<file path="config.mk">
export PLATFORM = sky130hd
export DESIGN_NAME = arm_regfile_sb
export DESIGN_NICKNAME = d
export VERILOG_FILES = /design/src/rtl/arm_regfile_sb_pkg.sv /design/src/rtl/arm_regfile_sb_scoreboard.sv /design/src/rtl/arm_regfile_sb.sv
export SDC_FILE = /design/constraint.sdc
export NUM_CORES = 2
export LEC_CHECK = 0
export CORE_MARGIN = 2
export CORE_UTILIZATION = 40
export CTS_CLUSTER_DIAMETER = 150
export DETAILED_ROUTE_END_ITERATION = 10
export HOLD_SLACK_MARGIN = 0.1
export PLACE_DENSITY = 0.55
export SETUP_SLACK_MARGIN = 0.15
export SLEW_MARGIN = 25
export SYNTH_ARGS = -nofsm -noshare
export SYNTH_HDL_FRONTEND = slang
export SYNTH_SLANG_ARGS = --single-unit
</file>
<file path="constraint.sdc">
create_clock -name clk -period 2.3 [get_ports clk]
set_input_delay 0.23 -clock clk [delete_from_list [all_inputs] [get_ports clk]]
set_output_delay 0.23 -clock clk [all_outputs]
set_load 0.005 [all_outputs]
</file>
<file path="src/rtl/arm_regfile_sb_pkg.sv">
// Package arm_rf_pkg: default geometry of the ARM register file and the
// reset-value helper shared by the data array.
//   RF_DATA_W   : default register width
//   RF_ADDR_W   : default register address width
//   RF_NUM_REGS : default number of architectural registers (PC is external)
//   RF_NUM_RD   : default number of read ports
package arm_rf_pkg;

  localparam int RF_DATA_W   = 32;
  localparam int RF_ADDR_W   = 4;
  localparam int RF_NUM_REGS = 15;
  localparam int RF_NUM_RD   = 3;

  // Reset contents of register idx: its own index, or zero when reset_idx is 0.
  function automatic logic [31:0] rf_reset_val(input int idx, input int reset_idx);
    logic [31:0] val_s;
    if (reset_idx != 0) begin
      val_s = 32'(idx);
    end else begin
      val_s = 32'd0;
    end
    return val_s;
  endfunction

endpackage

</file>
<file path="src/rtl/arm_regfile_sb_scoreboard.sv">
// rf_scoreboard: one pending bit per register plus per-read-port pending flags.
//   clk, rst           : clock, asynchronous active-low reset
//   claim_en/addr      : issue-time claim of a destination register
//   wa_en/addr, wb_en/addr : write-back ports, each clears the target's bit
//   rd_addr            : packed read addresses, ADDR_W bits per port
//   pend_vec           : registered pending bits
//   rd_pend            : per-port pending flag, masked by same-cycle write-back
module rf_scoreboard #(
  parameter int NUM_REGS = 15,
  parameter int ADDR_W   = 4,
  parameter int NUM_RD   = 3
) (
  input  logic                     clk,
  input  logic                     rst,
  input  logic                     claim_en,
  input  logic [ADDR_W-1:0]        claim_addr,
  input  logic                     wa_en,
  input  logic [ADDR_W-1:0]        wa_addr,
  input  logic                     wb_en,
  input  logic [ADDR_W-1:0]        wb_addr,
  input  logic [NUM_RD*ADDR_W-1:0] rd_addr,
  output logic [NUM_REGS-1:0]      pend_vec,
  output logic [NUM_RD-1:0]        rd_pend
);

  // One extra bit so NUM_REGS == 2**ADDR_W is representable.
  localparam logic [ADDR_W:0] LIMIT = (ADDR_W+1)'(NUM_REGS);

  logic [NUM_REGS-1:0] pend_r;

  // Pending bits: a claim beats a same-cycle write-back, otherwise a write clears.
  always_ff @(posedge clk or negedge rst) begin
    if (!rst) begin
      pend_r <= {NUM_REGS{1'b0}};
    end else begin
      for (int i = 0; i < NUM_REGS; i++) begin
        if (claim_en && (claim_addr == ADDR_W'(i))) begin
          pend_r[i] <= 1'b1;
        end else if ((wa_en && (wa_addr == ADDR_W'(i))) || (wb_en && (wb_addr == ADDR_W'(i)))) begin
          pend_r[i] <= 1'b0;
        end else begin
          pend_r[i] <= pend_r[i];
        end
      end
    end
  end

  assign pend_vec = pend_r;

  for (genvar gk = 0; gk < NUM_RD; gk++) begin : g_pend
    logic [ADDR_W-1:0] ra_s;
    logic              pend_bit_s;

    assign ra_s = rd_addr[gk*ADDR_W +: ADDR_W];

    // Bypassed data is already valid, so a same-cycle write masks the pending bit.
    always_comb begin
      pend_bit_s = 1'b0;
      if (rst && ({1'b0, ra_s} < LIMIT)) begin
        pend_bit_s = pend_r[ra_s]
                   & ~(wa_en & (wa_addr == ra_s))
                   & ~(wb_en & (wb_addr == ra_s));
      end else begin
        pend_bit_s = 1'b0;
      end
    end

    assign rd_pend[gk] = pend_bit_s;
  end

endmodule

</file>
<file path="src/rtl/arm_regfile_sb.sv">
// arm_regfile_sb: ARM register file with write-to-read bypass and a register
// scoreboard.
//   clk, rst             : clock, asynchronous active-low reset
//   rd_addr / rd_data    : NUM_RD packed combinational read ports
//   rd_pend              : per-port "source has an outstanding claim"
//   wa_*                 : write port A (ALU/WB), wins over B on the same address
//   wb_*                 : write port B (load / base update)
//   claim_en/claim_addr  : destination claimed at issue
//   pend_vec             : registered pending bits
//   addr_err             : sticky flag for a write/claim to an address >= NUM_REGS
module arm_regfile_sb
  import arm_rf_pkg::*;
#(
  parameter int DATA_W    = RF_DATA_W,
  parameter int NUM_REGS  = RF_NUM_REGS,
  parameter int ADDR_W    = RF_ADDR_W,
  parameter int NUM_RD    = RF_NUM_RD,
  parameter int RESET_IDX = 1
) (
  input  logic                     clk,
  input  logic                     rst,
  input  logic [NUM_RD*ADDR_W-1:0] rd_addr,
  output logic [NUM_RD*DATA_W-1:0] rd_data,
  output logic [NUM_RD-1:0]        rd_pend,
  input  logic                     wa_en,
  input  logic [ADDR_W-1:0]        wa_addr,
  input  logic [DATA_W-1:0]        wa_data,
  input  logic                     wb_en,
  input  logic [ADDR_W-1:0]        wb_addr,
  input  logic [DATA_W-1:0]        wb_data,
  input  logic                     claim_en,
  input  logic [ADDR_W-1:0]        claim_addr,
  output logic [NUM_REGS-1:0]      pend_vec,
  output logic                     addr_err
);

  localparam logic [ADDR_W:0] LIMIT = (ADDR_W+1)'(NUM_REGS);

  logic [DATA_W-1:0] regs_r [NUM_REGS];
  logic              addr_err_r;
  logic              bad_access_s;

  assign bad_access_s = (wa_en    & ({1'b0, wa_addr}    >= LIMIT))
                      | (wb_en    & ({1'b0, wb_addr}    >= LIMIT))
                      | (claim_en & ({1'b0, claim_addr} >= LIMIT));

  // Data array: out-of-range addresses match no entry, so they never change state.
  always_ff @(posedge clk or negedge rst) begin
    if (!rst) begin
      for (int i = 0; i < NUM_REGS; i++) begin
        regs_r[i] <= DATA_W'(rf_reset_val(i, RESET_IDX));
      end
    end else begin
      for (int i = 0; i < NUM_REGS; i++) begin
        if (wa_en && (wa_addr == ADDR_W'(i))) begin
          regs_r[i] <= wa_data;
        end else if (wb_en && (wb_addr == ADDR_W'(i))) begin
          regs_r[i] <= wb_data;
        end else begin
          regs_r[i] <= regs_r[i];
        end
      end
    end
  end

  // Sticky address error, cleared only by reset.
  always_ff @(posedge clk or negedge rst) begin
    if (!rst) begin
      addr_err_r <= 1'b0;
    end else begin
      addr_err_r <= addr_err_r | bad_access_s;
    end
  end

  assign addr_err = addr_err_r;

  for (genvar gk = 0; gk < NUM_RD; gk++) begin : g_rd
    logic [ADDR_W-1:0] ra_s;
    logic [DATA_W-1:0] rdat_s;

    assign ra_s = rd_addr[gk*ADDR_W +: ADDR_W];

    // Read mux: A bypass, then B bypass, then array; no bypass while in reset.
    always_comb begin
      rdat_s = {DATA_W{1'b0}};
      if ({1'b0, ra_s} >= LIMIT) begin
        rdat_s = {DATA_W{1'b0}};
      end else if (rst && wa_en && (wa_addr == ra_s)) begin
        rdat_s = wa_data;
      end else if (rst && wb_en && (wb_addr == ra_s)) begin
        rdat_s = wb_data;
      end else begin
        rdat_s = regs_r[ra_s];
      end
    end

    assign rd_data[gk*DATA_W +: DATA_W] = rdat_s;
  end

  rf_scoreboard #(
    .NUM_REGS (NUM_REGS),
    .ADDR_W   (ADDR_W),
    .NUM_RD   (NUM_RD)
  ) u_sb (
    .clk        (clk),
    .rst        (rst),
    .claim_en   (claim_en),
    .claim_addr (claim_addr),
    .wa_en      (wa_en),
    .wa_addr    (wa_addr),
    .wb_en      (wb_en),
    .wb_addr    (wb_addr),
    .rd_addr    (rd_addr),
    .pend_vec   (pend_vec),
    .rd_pend    (rd_pend)
  );

endmodule
</file>
Yosys cells after proc, flatten, opt, wreduce, memory -nomap -nowiden
Index checks and enable logic that the tools add are counted.

Register bits: 496. Output and inout port bits: 115. Logic and storage cells: 312.

Order comparisons: 15. Equal/unequal tests: 48. Multiplexer cells: 87. Bitwise logic cells: 27. Reduce and logical (&&, ||, !) cells: 104.

Operator list (count): 32-bit two-way mux (45); 32-bit binary-select mux with 4-bit select (3); 4-bit == test, second input constant (21); 2-bit nonzero test (30); 1-bit logical AND (56); 4-bit by 3-bit == test with 1-bit output, second input constant (12); 1-bit two-way mux (36); 4-bit by 2-bit == test with 1-bit output, second input constant (6); 4-bit == test (6); 4-bit greater-or-equal comparator, second input constant (6); 1-bit AND (15); 5-bit greater-or-equal comparator, second input constant (3); 1-bit logical OR (15); 4-bit by 5-bit < comparator with 1-bit output, second input constant (3); 4-bit NOT with 5-bit output (3); 1-bit binary-select mux with 4-bit select (3); 4-bit by 1-bit == test with 1-bit output, second input constant (3); 4-bit zero test (3); 4-bit < comparator, second input constant (3); 1-bit NOT (6); 1-bit bitwise OR (3).

Depth between registers and ports, before layout
Depth in word-level cells: 7. Gate-level depth with buffers: 9. Mapped depth without buffers: 5.

Modules after synthesis
From an unflattened synthesis, not the netlist that was laid out.

Cell total of the unflattened synthesis: 3844. Area, all modules: 38385.6 um^2.

By module, submodules not included: arm_regfile_sb (times used 1, cells each 3668, area an instance 36802.8 um^2); rf_scoreboard (times used 1, cells each 176, area an instance 1582.8 um^2).

Worst setup path before layout
No wires, ideal clock.

Kind: in2out. From: input rd_addr[1]. To: output rd_data[10]. Data arrival time: 1.867 ns. Data required time: 2.070 ns. Path slack: 0.203 ns. Stages on the path: 7. Cell sequence: buf_2 > buf_2 > clkbuf_1 > mux4_2 > a211oi_2 > a21oi_1 > a221o_1.

Word-level cells in the longest chain between the ends: 7. Elaborated cells on any way between the ends: 12. Classes of those cells: 1 x order compare; 2 x eq/ne; 6 x mux; 1 x bitwise; 2 x reduce/logical.

Ends and longest elaborated chain: start, declared (RTL line arm_regfile_sb.sv:22) `input logic [NUM_RD*ADDR_W-1:0] rd_addr,`; 4-bit NOT with 5-bit output (implied by the code) (RTL line arm_regfile_sb.sv:93) `rdat_s = regs_r[ra_s];`; 32-bit binary-select mux with 4-bit select (RTL line arm_regfile_sb.sv:93); 32-bit two-way mux (implied by the code) (2 in series) (RTL line arm_regfile_sb.sv:93); 32-bit two-way mux (RTL line arm_regfile_sb.sv:90) `end else if (rst && wb_en && (wb_addr == ra_s)) begin`; 32-bit two-way mux (RTL line arm_regfile_sb.sv:88) `end else if (rst && wa_en && (wa_addr == ra_s)) begin`; 32-bit two-way mux (*) (RTL line arm_regfile_sb.sv:86) `if ({1'b0, ra_s} >= LIMIT) begin`; end, declared (RTL line arm_regfile_sb.sv:23) `output logic [NUM_RD*DATA_W-1:0] rd_data,`.

Every way passes the cells marked *; elsewhere a longest branch is shown, timed or not. The select of a mux whose other input is x is not followed.

Final worst setup path
From: register regs_r[472] in the netlist's numbering. To: output rd_data[56].

Word-level cells in the longest chain between the ends: 6.

Ends and longest elaborated chain: start, declared (RTL line arm_regfile_sb.sv:39) `logic [DATA_W-1:0] regs_r [NUM_REGS];`; start signal, assigned by index (RTL line arm_regfile_sb.sv:51) `regs_r[i] <= DATA_W'(rf_reset_val(i, RESET_IDX));`; start signal, assigned by index (RTL line arm_regfile_sb.sv:56) `regs_r[i] <= wa_data;`; start signal, assigned by index (RTL line arm_regfile_sb.sv:58) `regs_r[i] <= wb_data;`; 32-bit binary-select mux with 4-bit select (RTL line arm_regfile_sb.sv:93); 32-bit two-way mux (implied by the code) (2 in series) (RTL line arm_regfile_sb.sv:93); 32-bit two-way mux (RTL line arm_regfile_sb.sv:90); 32-bit two-way mux (RTL line arm_regfile_sb.sv:88); 32-bit two-way mux (RTL line arm_regfile_sb.sv:86).

Every way passes these cells. The select of a mux whose other input is x is not followed.

==> impl_metrics.csv <==
group,metric,value,unit
status,status,"complete, but fails checks",
status,violations,"negative setup slack",
grt,grt_overflow,0,
finish,finalNonFillerCells,5704,
power_and_ir_drop,pwr-share-clk,26.9,%
route,antenna_left,0,
route,drt_iter0_drc,4535,
cts,root_buffer,"clkbuf_16",
cts,cts.clk_slew.worst_paths,70,ps
sta,max_clock_freq,0.368,GHz
sta,setup_viol,99,
setup_path,required,2070,ps
power_and_ir_drop,p_sw_share,33.6,%
cts,clockBufferDepth,3,
floorplanning,die_x,310,µm
cts,clk_latency,640,ps
route,vias,36000,
cts,cts_inserted_buffers,60,
sta,rsz0062_at_grt,"true",
grt,grt_usage,36.1,%
setup_path,cp_top_family,"multiplexers",
place,place_inst,5478,
synthesis,ys.flop_type,"dfrtp_1",
synthesis,synth_area_leaders,"dfrtp_1 31%, mux2i_1 19%, mux4_2 14%",
grt,grt_max_degree,143,
finish,nets,4489,
synthesis,syn_avg_cell_area,9.96,µm²
sta,layout_setup_ws,-421,ps
route,routed_via_density,6.32,
route,wirelength,176000,µm
power_and_ir_drop,comb_power_share,39.4,%
synthesis,synth_top_area_share,31.3,%
cts,htreeDepth,2,
synthesis,async_reset_ff_share,100,%
grt,antenna_found_initial,3,
setup_path,cp_common_cell,"buf_4",
synthesis,synth_area,0.0374,mm²
setup_path,path_class,"reg -> out",
synthesis,yosysWarnings,0,
sta,fin_skew,0,ps
finish,fillCellCount,8211,
sta,slew_violations,0,
power_and_ir_drop,power,38.7,mW
setup_path,critical_path_arrival,2490,ps
cts,cts_tree,"built",
sta,tns,-24910,ps
finish,ff_latch_area,0.0124,mm²
sta,fin_crit,2720,ps
synthesis,postSynthCellCount,3759,
synthesis,ys_seq_area_share,33.2,%
route,wl_per_cell,30.8,µm
synthesis,syn_nets,3852,
power_and_ir_drop,p_per_area,757,mW/mm²
setup_path,max_stage_delay,480,ps
setup_path,critPathBufInv,3,
floorplanning,core_area,0.0930,mm²
setup_path,critical_path_peak_fanout,3,
sta,worstMarginPinSlew,929,ps
finish,drive_gt1_share,37.4,%
cts,clkSinkCount,496,
synthesis,synth_commonest_cells,"709 x mux2i_1, 468 x dfrtp_1, 321 x a21oi_1, 315 x nor2_1, 261 x clkbuf_1",
flow_run,maxCapViolCount,0,
power_and_ir_drop,power_switching,13.0,mW
setup_path,cp-end-kind,"output pin",
place,hpwl,116000,µm
sta,slew_headroom,38.1,%
route,first_pass_iters,6,
sta,timing.final.crit_share,118,%
floorplanning,pin_count,208,
floorplanning,start_util,40.2,%
synthesis,yosysMostFrequentCell,"mux2i_1",
setup_path,crit_chain,"buf_4 > mux4_2 > a22o_1 > nor3_2 > buf_4 > o2bb2ai_2 > buf_2",
setup_path,startpoint_type,"flip-flop",
synthesis,ys_types,60,
synthesis,yosysTopAreaCell,"dfrtp_1",
finish,area_growth,36.7,%
floorplanning,rows,112,
power_and_ir_drop,p_int,25.7,mW
power_and_ir_drop,seqPwrFrac,33.7,%
power_and_ir_drop,power.leakage,22.2,nW
finish,multi_input_area,0.0242,mm²
synthesis,yosys_register_bits,496,
grt,grt_pass1_wl,251000,µm
grt,grt_pass1_vias,35000,
place,place.gp.congestion,0.946,
floorplanning,die_h,310,µm
synthesis,synth-edff-count,0,
floorplanning,die_area,0.0961,mm²
sta,fin_hold_ws,258,ps
route,route.detailed.drc,0,
worst_hold_path,hold_path.class,"in -> reg",
sta,finalHoldViolations,0,
place,portBuffers,207,
setup_path,slowest_stage,"mux4_2",
power_and_ir_drop,ir_drop,666,µV
==> power by group through the flow <==
stage	Sequential (mW)	Combinational (mW)	Clock [mW]
2_1_floorplan	12.7	7.48	0
3_3_place_gp	12.9	13.5	0
3_5_place_dp	13.0	13.7	0
4_1_cts	12.9	14.7	10.5
5_1_grt	13.3	16.3	10.8
6_report	13.1	15.3	10.4
==> placed cells by master (no fill, tap or decap), drive strengths merged, types with 42 or more instances in the layout <==
cell type / n
clkbuf: 78
mux2i: 709
clkdlybuf4s50: 87
mux4: 234
nand2: 236
o21ai: 264
a221oi: 61
a22oi: 65
a21oi: 321
buf: 964
o2bb2ai: 96
and2: 69
dfrtp: 468
nor2: 319
inv: 42
==> worst min-delay path: stages <==
cell and delay [ps]:
clkdlybuf4s50_1 410, nand2_1 120, o32ai_1 100
==> per-stage QoR <==
| step | instance area, µm² | utilization [%] | setup slack (ps) |
|---|---|---|---|
| 2_1_floorplan | 37400 | - | 203 |
| 3_3_place_gp | 46900 | 50.4 | -1110 |
| 3_5_place_dp | 46900 | 50.4 | -1090 |
| 4_1_cts | 50700 | 54.5 | -440 |
| 5_1_grt | 51200 | 55.0 | -483 |
| 6_report | 51200 | 55.0 | -421 |
==> layout make-up <==
| cell class | instances | area share [%] |
|---|---|---|
| diodes | 4 | 0.0196 |
| flip-flops and latches | 496 | 24.3 |
| clock inverters | 35 | 0.846 |
| multi-input cells | 2732 | 47.3 |
| clock buffers | 77 | 3.30 |
| well taps | 1254 | 3.07 |
| inverters | 41 | 0.306 |
| repair buffers | 1065 | 20.8 |
==> layer usage <==
metal,vias to the layer above,track usage [%],wire length (µm)
met5,-,0,0
met4,0,17.1,8860
met3,474,8.48,18800
met2,2237,53.2,76100
met1,18000,50.0,71900
li1,15300,-,-
==> flip-flops by register name (all words and copies together) (netlist names) <==
signal,count
regs_r,480
addr_err,1
u_sb.pend_vec,15
==> path summary, 6_finish.rpt <==
path	depth (start not counted)	slack [ps]	to	from
setup / recovery	7	-420	rd_data[56]	regs_r[472]$_DFFE_PN0P_
hold / removal	3	260	u_sb.pend_vec[13]$_DFFE_PN0P_	claim_addr[0]
setup reg to reg	6	1120	regs_r[380]$_DFFE_PN0P_	regs_r[380]$_DFFE_PN0P_
hold reg to reg	2	580	regs_r[257]$_DFFE_PN1P_	regs_r[257]$_DFFE_PN1P_
max in group asynchronous	4	380	regs_r[334]$_DFFE_PN0P_	rst
min in group asynchronous	3	520	regs_r[351]$_DFFE_PN0P_	rst
==> logic make-up after synthesis <==
logic type / synth area share [%]
muxes: 34.1
AOI/OAI and AO/OA: 16.7
and+or+nand+nor: 9.17
buffers and inverters: 6.28
DFF: 33.2
xor gates and xnor gates: 0.561
==> repair_timing <==
item	CTS	global route
hold buffers	1	0
endpoints found under the setup margin	99	99
pin swaps	252	87
gates resized for setup	710	75
hold endpoints to repair	106	0
setup buffers	88	17
gates cloned	5	0
Power figures use the tool's default switching activity.
